`src/rtl/tetris_pkg.sv`:
```
// Shared types and constants for the text overlay and its score converter.
package tetris_pkg;
    localparam int         CHAR_W       = 7;
    localparam int         GLYPH_W      = 8;
    localparam logic [6:0] SPACE_CODE   = 7'h20;
    localparam logic [6:0] DIGIT_BASE   = 7'h30;
    localparam int         COLS         = 16;
    localparam int         ROWS         = 4;
    localparam int         CELLS        = COLS * ROWS;
    localparam int         SCORE_DIGITS = 5;
    localparam int         BCD_W        = 4 * SCORE_DIGITS;

    typedef enum logic [1:0] {IDLE, CONVERT, WRITE} score_state_e;

    // One double-dabble iteration on {bcd[19:0], bin[15:0]}: add 3 to every
    // BCD nibble >= 5, then shift the whole register left by one.
    function automatic logic [35:0] dd_step(input logic [35:0] v);
        logic [35:0] t;
        t = v;
        for (int d = 0; d < SCORE_DIGITS; d++) begin
            if (t[16+4*d +: 4] >= 4'd5)
                t[16+4*d +: 4] = t[16+4*d +: 4] + 4'd3;
        end
        return {t[34:0], 1'b0};
    endfunction
endpackage

```
`src/rtl/bin2bcd16.sv`:
```
// 16-bit binary to 5-digit BCD, one shift-add-3 step per cycle (16 cycles).
module bin2bcd16 import tetris_pkg::*; (
    input  logic             clk,
    input  logic             rst_n,
    input  logic             start,
    input  logic [15:0]      bin,
    output logic             busy,
    output logic             done,
    output logic [BCD_W-1:0] bcd
);
    logic [35:0] sr;
    logic [3:0]  cnt;

    // The first step is folded into the load, so 15 more steps follow and
    // done is high in the cycle right after the 16th step lands.
    always_ff @(posedge clk or negedge rst_n) begin
        if (!rst_n) begin
            sr   <= '0;
            cnt  <= '0;
            done <= 1'b0;
        end else begin
            done <= 1'b0;
            if (start && !busy) begin
                sr  <= dd_step({20'd0, bin});
                cnt <= 4'd15;
            end else if (cnt != 4'd0) begin
                sr   <= dd_step(sr);
                cnt  <= cnt - 4'd1;
                done <= (cnt == 4'd1);
            end
        end
    end

    assign busy = (cnt != 4'd0);
    assign bcd  = sr[35:16];
endmodule

```
`src/rtl/text_overlay.sv`:
```
// 16x4 character text window overlay with a BCD score field writer.
module text_overlay import tetris_pkg::*; #(
    parameter int ORIGIN_X   = 480,
    parameter int ORIGIN_Y   = 32,
    parameter int SCORE_BASE = 11
) (
    input  logic               clk,
    input  logic               rst_n,
    input  logic [9:0]         draw_x,
    input  logic [9:0]         draw_y,
    input  logic               hs_in,
    input  logic               vs_in,
    input  logic               de_in,
    input  logic               wr_en,
    input  logic [5:0]         wr_addr,
    input  logic [CHAR_W-1:0]  wr_char,
    input  logic               score_valid,
    input  logic [15:0]        score,
    output logic               score_ready,
    output logic [CHAR_W-1:0]  ascii_addr,
    output logic [2:0]         char_row,
    input  logic [GLYPH_W-1:0] rom_data,
    output logic               text_on,
    output logic               hs_out,
    output logic               vs_out,
    output logic               de_out
);
    localparam int         STAGES = 2;
    localparam logic [9:0] OX     = 10'(ORIGIN_X);
    localparam logic [9:0] OY     = 10'(ORIGIN_Y);
    localparam logic [5:0] SB     = 6'(SCORE_BASE);

    logic [CHAR_W-1:0] tbuf [CELLS];

    // Stage 0: window-relative coordinates and buffer index.
    logic [9:0] dx, dy;
    logic       in_win;
    logic [5:0] rd_idx;
    assign dx     = draw_x - OX;
    assign dy     = draw_y - OY;
    assign in_win = (draw_x >= OX) && (dx < 10'd128) && (draw_y >= OY) && (dy < 10'd32);
    assign rd_idx = {dy[4:3], dx[6:3]};

    logic [CHAR_W-1:0]          char_d1;
    logic [2:0]                 grow_d1, bit_d1;
    logic                       in_win_d1;
    logic [STAGES-1:0][2:0]     sync_pipe;

    // Stage 1 registers the character and glyph coordinates; stage 2 the pixel.
    always_ff @(posedge clk or negedge rst_n) begin
        if (!rst_n) begin
            char_d1   <= '0;
            grow_d1   <= '0;
            bit_d1    <= '0;
            in_win_d1 <= 1'b0;
            text_on   <= 1'b0;
            sync_pipe <= '0;
        end else begin
            char_d1   <= tbuf[rd_idx];
            grow_d1   <= dy[2:0];
            bit_d1    <= dx[2:0];
            in_win_d1 <= in_win;
            // Space has no glyph in the ROM, so it is blanked explicitly.
            text_on   <= in_win_d1 && (char_d1 != SPACE_CODE) && rom_data[3'd7 - bit_d1];
            sync_pipe <= {sync_pipe[STAGES-2:0], {hs_in, vs_in, de_in}};
        end
    end

    assign ascii_addr               = char_d1;
    assign char_row                 = grow_d1;
    assign {hs_out, vs_out, de_out} = sync_pipe[STAGES-1];

    // Score FSM
    score_state_e      state, state_nx;
    logic [2:0]        widx, widx_nx;
    logic              lead, lead_nx;
    logic              fsm_we;
    logic [CHAR_W-1:0] fsm_char;
    logic [5:0]        fsm_addr;
    logic [3:0]        digit;
    logic              conv_start, conv_busy, conv_done;
    logic [BCD_W-1:0]  bcd;

    assign score_ready = (state == IDLE);
    assign conv_start  = score_valid && score_ready;
    assign fsm_addr    = SB + {3'b000, widx};

    bin2bcd16 u_conv (
        .clk   (clk),
        .rst_n (rst_n),
        .start (conv_start),
        .bin   (score),
        .busy  (conv_busy),
        .done  (conv_done),
        .bcd   (bcd)
    );

    // Digit sequencing MSD first; leading zeros blank until the last digit.
    always_comb begin
        state_nx = state;
        widx_nx  = widx;
        lead_nx  = lead;
        fsm_we   = 1'b0;
        case (widx)
            3'd0:    digit = bcd[19:16];
            3'd1:    digit = bcd[15:12];
            3'd2:    digit = bcd[11:8];
            3'd3:    digit = bcd[7:4];
            default: digit = bcd[3:0];
        endcase
        fsm_char = (lead && digit == 4'd0 && widx != 3'd4) ? SPACE_CODE
                                                             : DIGIT_BASE + {3'b000, digit};
        case (state)
            IDLE: if (conv_start) state_nx = CONVERT;
            CONVERT: begin
                if (conv_done) begin
                    state_nx = WRITE;
                    widx_nx  = 3'd0;
                    lead_nx  = 1'b1;
                end else if (!conv_busy) begin
                    state_nx = IDLE;
                end
            end
            WRITE: begin
                fsm_we = 1'b1;
                // External write owns the port this cycle; retry the same digit.
                if (!wr_en) begin
                    if (digit != 4'd0) lead_nx = 1'b0;
                    if (widx == 3'd4) state_nx = IDLE;
                    else              widx_nx  = widx + 3'd1;
                end
            end
            default: state_nx = IDLE;
        endcase
    end

    // FSM state register.
    always_ff @(posedge clk or negedge rst_n) begin
        if (!rst_n) begin
            state <= IDLE;
            widx  <= '0;
            lead  <= 1'b0;
        end else begin
            state <= state_nx;
            widx  <= widx_nx;
            lead  <= lead_nx;
        end
    end

    // Text buffer write port: external writes win over the score writer.
    always_ff @(posedge clk or negedge rst_n) begin
        if (!rst_n) begin
            for (int i = 0; i < CELLS; i++) tbuf[i] <= SPACE_CODE;
        end else if (wr_en) begin
            tbuf[wr_addr] <= wr_char;
        end else if (fsm_we) begin
            tbuf[fsm_addr] <= fsm_char;
        end
    end
endmodule

```
`config.mk`:
```
export PLATFORM = sky130hd
export DESIGN_NAME = text_overlay
export DESIGN_NICKNAME = d
export VERILOG_FILES = /design/src/rtl/tetris_pkg.sv /design/src/rtl/bin2bcd16.sv /design/src/rtl/text_overlay.sv
export SDC_FILE = /design/constraint.sdc
export NUM_CORES = 1
export LEC_CHECK = 0
export ABC_AREA = 1
export BUFFER_PORTS_ARGS = -buffer_cell sky130_fd_sc_hd__buf_4
export CAP_MARGIN = 20
export CELL_PAD_IN_SITES_DETAIL_PLACEMENT = 1
export CELL_PAD_IN_SITES_GLOBAL_PLACEMENT = 1
export CORE_MARGIN = 2
export CORE_UTILIZATION = 40
export CTS_CLUSTER_SIZE = 20
export DETAILED_ROUTE_END_ITERATION = 10
export MAX_ROUTING_LAYER = met4
export PLACE_DENSITY = 0.74
export SYNTH_ARGS = -nofsm -noshare
export SYNTH_HDL_FRONTEND = slang
export SYNTH_SLANG_ARGS = --single-unit
```
`constraint.sdc`:
```
create_clock -name clk -period 6.2 [get_ports clk]
set_clock_uncertainty 0.15 [all_clocks]
set_input_delay 0.93 -clock clk [delete_from_list [all_inputs] [get_ports clk]]
set_output_delay 0.93 -clock clk [all_outputs]
set_load 0.02 [all_outputs]
```
==> impl_metrics.json <==
{
  "power_frac_seq": 0.406,
  "dr_total_vias": 25000,
  "fp.dieW_um": 260,
  "track_usage": 0.300,
  "synth-warning-count": 0,
  "via_per_inst": 5.75,
  "achievable-frequency_mhz": 250,
  "avg_cell_area_syn_um2": 7.51,
  "synth-seq-area-share": 0.495,
  "global_route_wire_length_before_repair_mm": 154,
  "placeableCoreArea_um2": 64600,
  "vias_in_the_first_global_route": 26100,
  "power.switching_mw": 4.19,
  "finalHoldWorstSlack_ps": 197,
  "effective_utilization_at_floorplan": 0.405,
  "ys_types": 38,
  "final_layout_size_suffix_gt1_frac": 0.0918,
  "timing_worst_slew_pin_value_ps": 1230,
  "p_int_mw": 7.26,
  "grt_start_max_net_pins": 170,
  "crit_fanout": 20,
  "combinational_group_share_of_total_power": 0.274,
  "number_of_nets_in_the_layout": 3524,
  "worstSetupEndpointType": "flop",
  "insertion_delay_ps": 630,
  "drc_errors": 0,
  "synthArstFlopShare": 1.00,
  "proportion_of_netlist_area_held_by_the_largest_area_contributor": 0.431,
  "finalSetupViolations": 0,
  "swShare": 0.366,
  "synth_ff_type": "sky130_fd_sc_hd__dfrtp_1",
  "port_buffers": 78,
  "hold_path_class": "flop to flop",
  "timing.final.hold_violations": 0,
  "io-pin-count": 79,
  "cts-root-buf": "sky130_fd_sc_hd__clkbuf_16",
  "worst_voltage_drop_across_the_vdd_grid_mv": 0.416,
  "cts.sink_count": 515,
  "syn_nets": 3569,
  "status": "complete, no violations",
  "drtIter0Drc": 2038,
  "initial_antenna_violation_count": 0,
  "worstPathRequired_ps": 6600,
  "synthesis.instances": 3483,
  "routed_wire_length_per_instance_um": 22.5,
  "leakage_nw": 13.6,
  "setup_repair_after_global_routing_missed_its_margin": "false",
  "drt-total-wl_mm": 97.9,
  "synth_top_cell_by_area": "sky130_fd_sc_hd__dfrtp_1",
  "synth_edf_count": 0,
  "clk_transition_reported_paths_ps": 60,
  "num_antenna_cells": 0,
  "row_count": 93,
  "synth_area_um2": 26200,
  "critical_path_arrival_ps": 4400,
  "final.setup.tns_ps": 0,
  "die_area_um2": 67500,
  "finalWeightedCongestion": 0.897,
  "area_growth_syn_to_layout_pct": 12.0,
  "place_hpwl_mm": 61.3,
  "cts_htree_levels": 2,
  "post_cts_setup_inserts": 0,
  "clock_tree_from_tritoncts": "done",
  "numCtsBuffers": 60,
  "critPathLaunchType": "flop",
  "ctsLongestPathBuffers": 3,
  "gates_resized_cts_repair": 0,
  "number_of_search_and_repair_iterations_in_the_first_detailed_routing_pass": 5,
  "layout_worst_path_cycle_share": 0.646,
  "power.density_nw_per_um2": 391,
  "slew_violations": 0,
  "final.min_clock_period_ps": 4010,
  "cts_hold_repair.buffers": 0,
  "power.total_mw": 11.5,
  "synth.area.top_cells": "sky130_fd_sc_hd__dfrtp_1 (43%), sky130_fd_sc_hd__nand2_1 (15%), sky130_fd_sc_hd__nand3_1 (7.8%)",
  "max_cap_violations": 0,
  "detail-route-antenna-nets": 0,
  "power.clock.fraction": 0.320,
  "globalRoute.totalOverflow": 0,
  "maxSlewHeadroom": 0.176,
  "dieHeight_um": 260,
  "critical_path_class": "flop to flop",
  "ys_ff_latch": 515
}
cell families (layout without fill, tap and decap cells):
family	Yosys count	in the layout	share of synthesized area
buffers and inverters	404	408	0.0602
adders and majority gates	22	22	0.0105
DFF	515	515	0.495
xor gates and xnor gates	10	10	0.00335
and+or+nand+nor	1819	1819	0.284
AOI/OAI and AO/OA	713	713	0.146
final timing paths:
path | cells after the start | end | slack (ps) | from
max in group asynchronous | 2 | tbuf[181] | 4150 | rst_n
worst max register to register | 10 | tbuf[228] | 2190 | widx[0]
min in group asynchronous | 1 | tbuf[3] | 210 | rst_n
worst min-delay path | 0 | vs_out | 200 | sync_pipe[1]
worst max-delay path | 10 | tbuf[228] | 2190 | widx[0]
worst min register to register | 0 | vs_out | 200 | sync_pipe[1]
layout by cell type, fill, tap and decap left out, types with 9 or more instances in the layout:
cell type | synthesis | final
sky130_fd_sc_hd__a21oi_1 | 242 | 242
sky130_fd_sc_hd__buf_4 | 6 | 110
sky130_fd_sc_hd__dfrtp_1 | 451 | 451
sky130_fd_sc_hd__clkinv_2 | 0 | 14
sky130_fd_sc_hd__a21oi_2 | 15 | 15
sky130_fd_sc_hd__inv_1 | 168 | 162
sky130_fd_sc_hd__o22ai_1 | 40 | 40
sky130_fd_sc_hd__clkbuf_1 | 172 | 14
sky130_fd_sc_hd__ha_1 | 22 | 22
sky130_fd_sc_hd__a22oi_1 | 18 | 18
sky130_fd_sc_hd__o21a_1 | 16 | 16
sky130_fd_sc_hd__clkbuf_16 | 0 | 61
sky130_fd_sc_hd__nand4_1 | 17 | 17
sky130_fd_sc_hd__nand2_1 | 1058 | 1058
sky130_fd_sc_hd__inv_2 | 9 | 11
sky130_fd_sc_hd__o21ai_0 | 347 | 347
sky130_fd_sc_hd__clkbuf_8 | 0 | 21
sky130_fd_sc_hd__xor2_1 | 9 | 9
sky130_fd_sc_hd__a31oi_1 | 16 | 16
sky130_fd_sc_hd__dfstp_2 | 64 | 64
sky130_fd_sc_hd__nor2_1 | 323 | 321
sky130_fd_sc_hd__nand3_1 | 409 | 409
layout make-up:
class | count | area, um2
Clock inverter | 15 | 158
Inverter | 181 | 691
Timing Repair Buffer | 116 | 932
Tap cell | 855 | 1070
Clock buffer | 96 | 1870
Multi-Input combinational cell | 2564 | 11600
Sequential cell | 515 | 13000
Fill cell | 7996 | 35300
power groups by stage:
stage          combinational [mW]  sequential (mW)  clock, mW
6_report                     3.14             4.65       3.66
5_1_grt                      3.46             4.73       3.83
4_1_cts                      3.12             4.64       3.72
3_5_place_dp                 3.10             4.68          0
3_3_place_gp                 2.94             4.64          0
2_1_floorplan                1.95             4.54          0
registers in the layout (all words and copies together), names as in the netlist, 2 cells and up:
signal and count:
sync_pipe 3, state 2, widx 3, u_conv.cnt 4, ascii_addr 7, char_row 3, bit_d1 3, u_conv.sr 35
tbuf 448
synth_stat cells, drive strengths merged, types with 22 or more instances:
cell and n:
nand2 1058, o22ai 40, o21ai 351, ha 22, inv 177, a21oi 257
buf 51, nand3 410, dfrtp 451, nor2 324, clkbuf 172, dfstp 64
metal layers:
metal	wire length (um)	up-vias	global-route usage
li1	-	11300	-
met1	43200	12700	0.398
met2	46500	694	0.479
met3	4980	208	0.0338
met4	3270	0	0.104
met5	0	-	-
metrics by stage:
step / setup slack, ps / area (um2) / util / instances
global route: 2090 / 29300 / 0.454 / 4342
floorplan: 3730 / 26200 / - / 3483
detailed placement: 2230 / 27300 / 0.423 / 4230
global placement: 2210 / 27300 / 0.423 / 4230
CTS: 2280 / 29300 / 0.454 / 4341
finish: 2190 / 29300 / 0.454 / 4342
worst max-delay path: stages, from the launching register on:
cell                      delay, ps
sky130_fd_sc_hd__dfrtp_1        480
sky130_fd_sc_hd__inv_1          140
sky130_fd_sc_hd__ha_1           330
sky130_fd_sc_hd__o21ai_0        410
sky130_fd_sc_hd__nand3_1        140
sky130_fd_sc_hd__nand2_1        910
sky130_fd_sc_hd__nor2_1         210
sky130_fd_sc_hd__nand3_2        420
sky130_fd_sc_hd__buf_4          450
sky130_fd_sc_hd__nand2_1        100
sky130_fd_sc_hd__a21oi_1        160
Power figures use the tool's default switching activity.
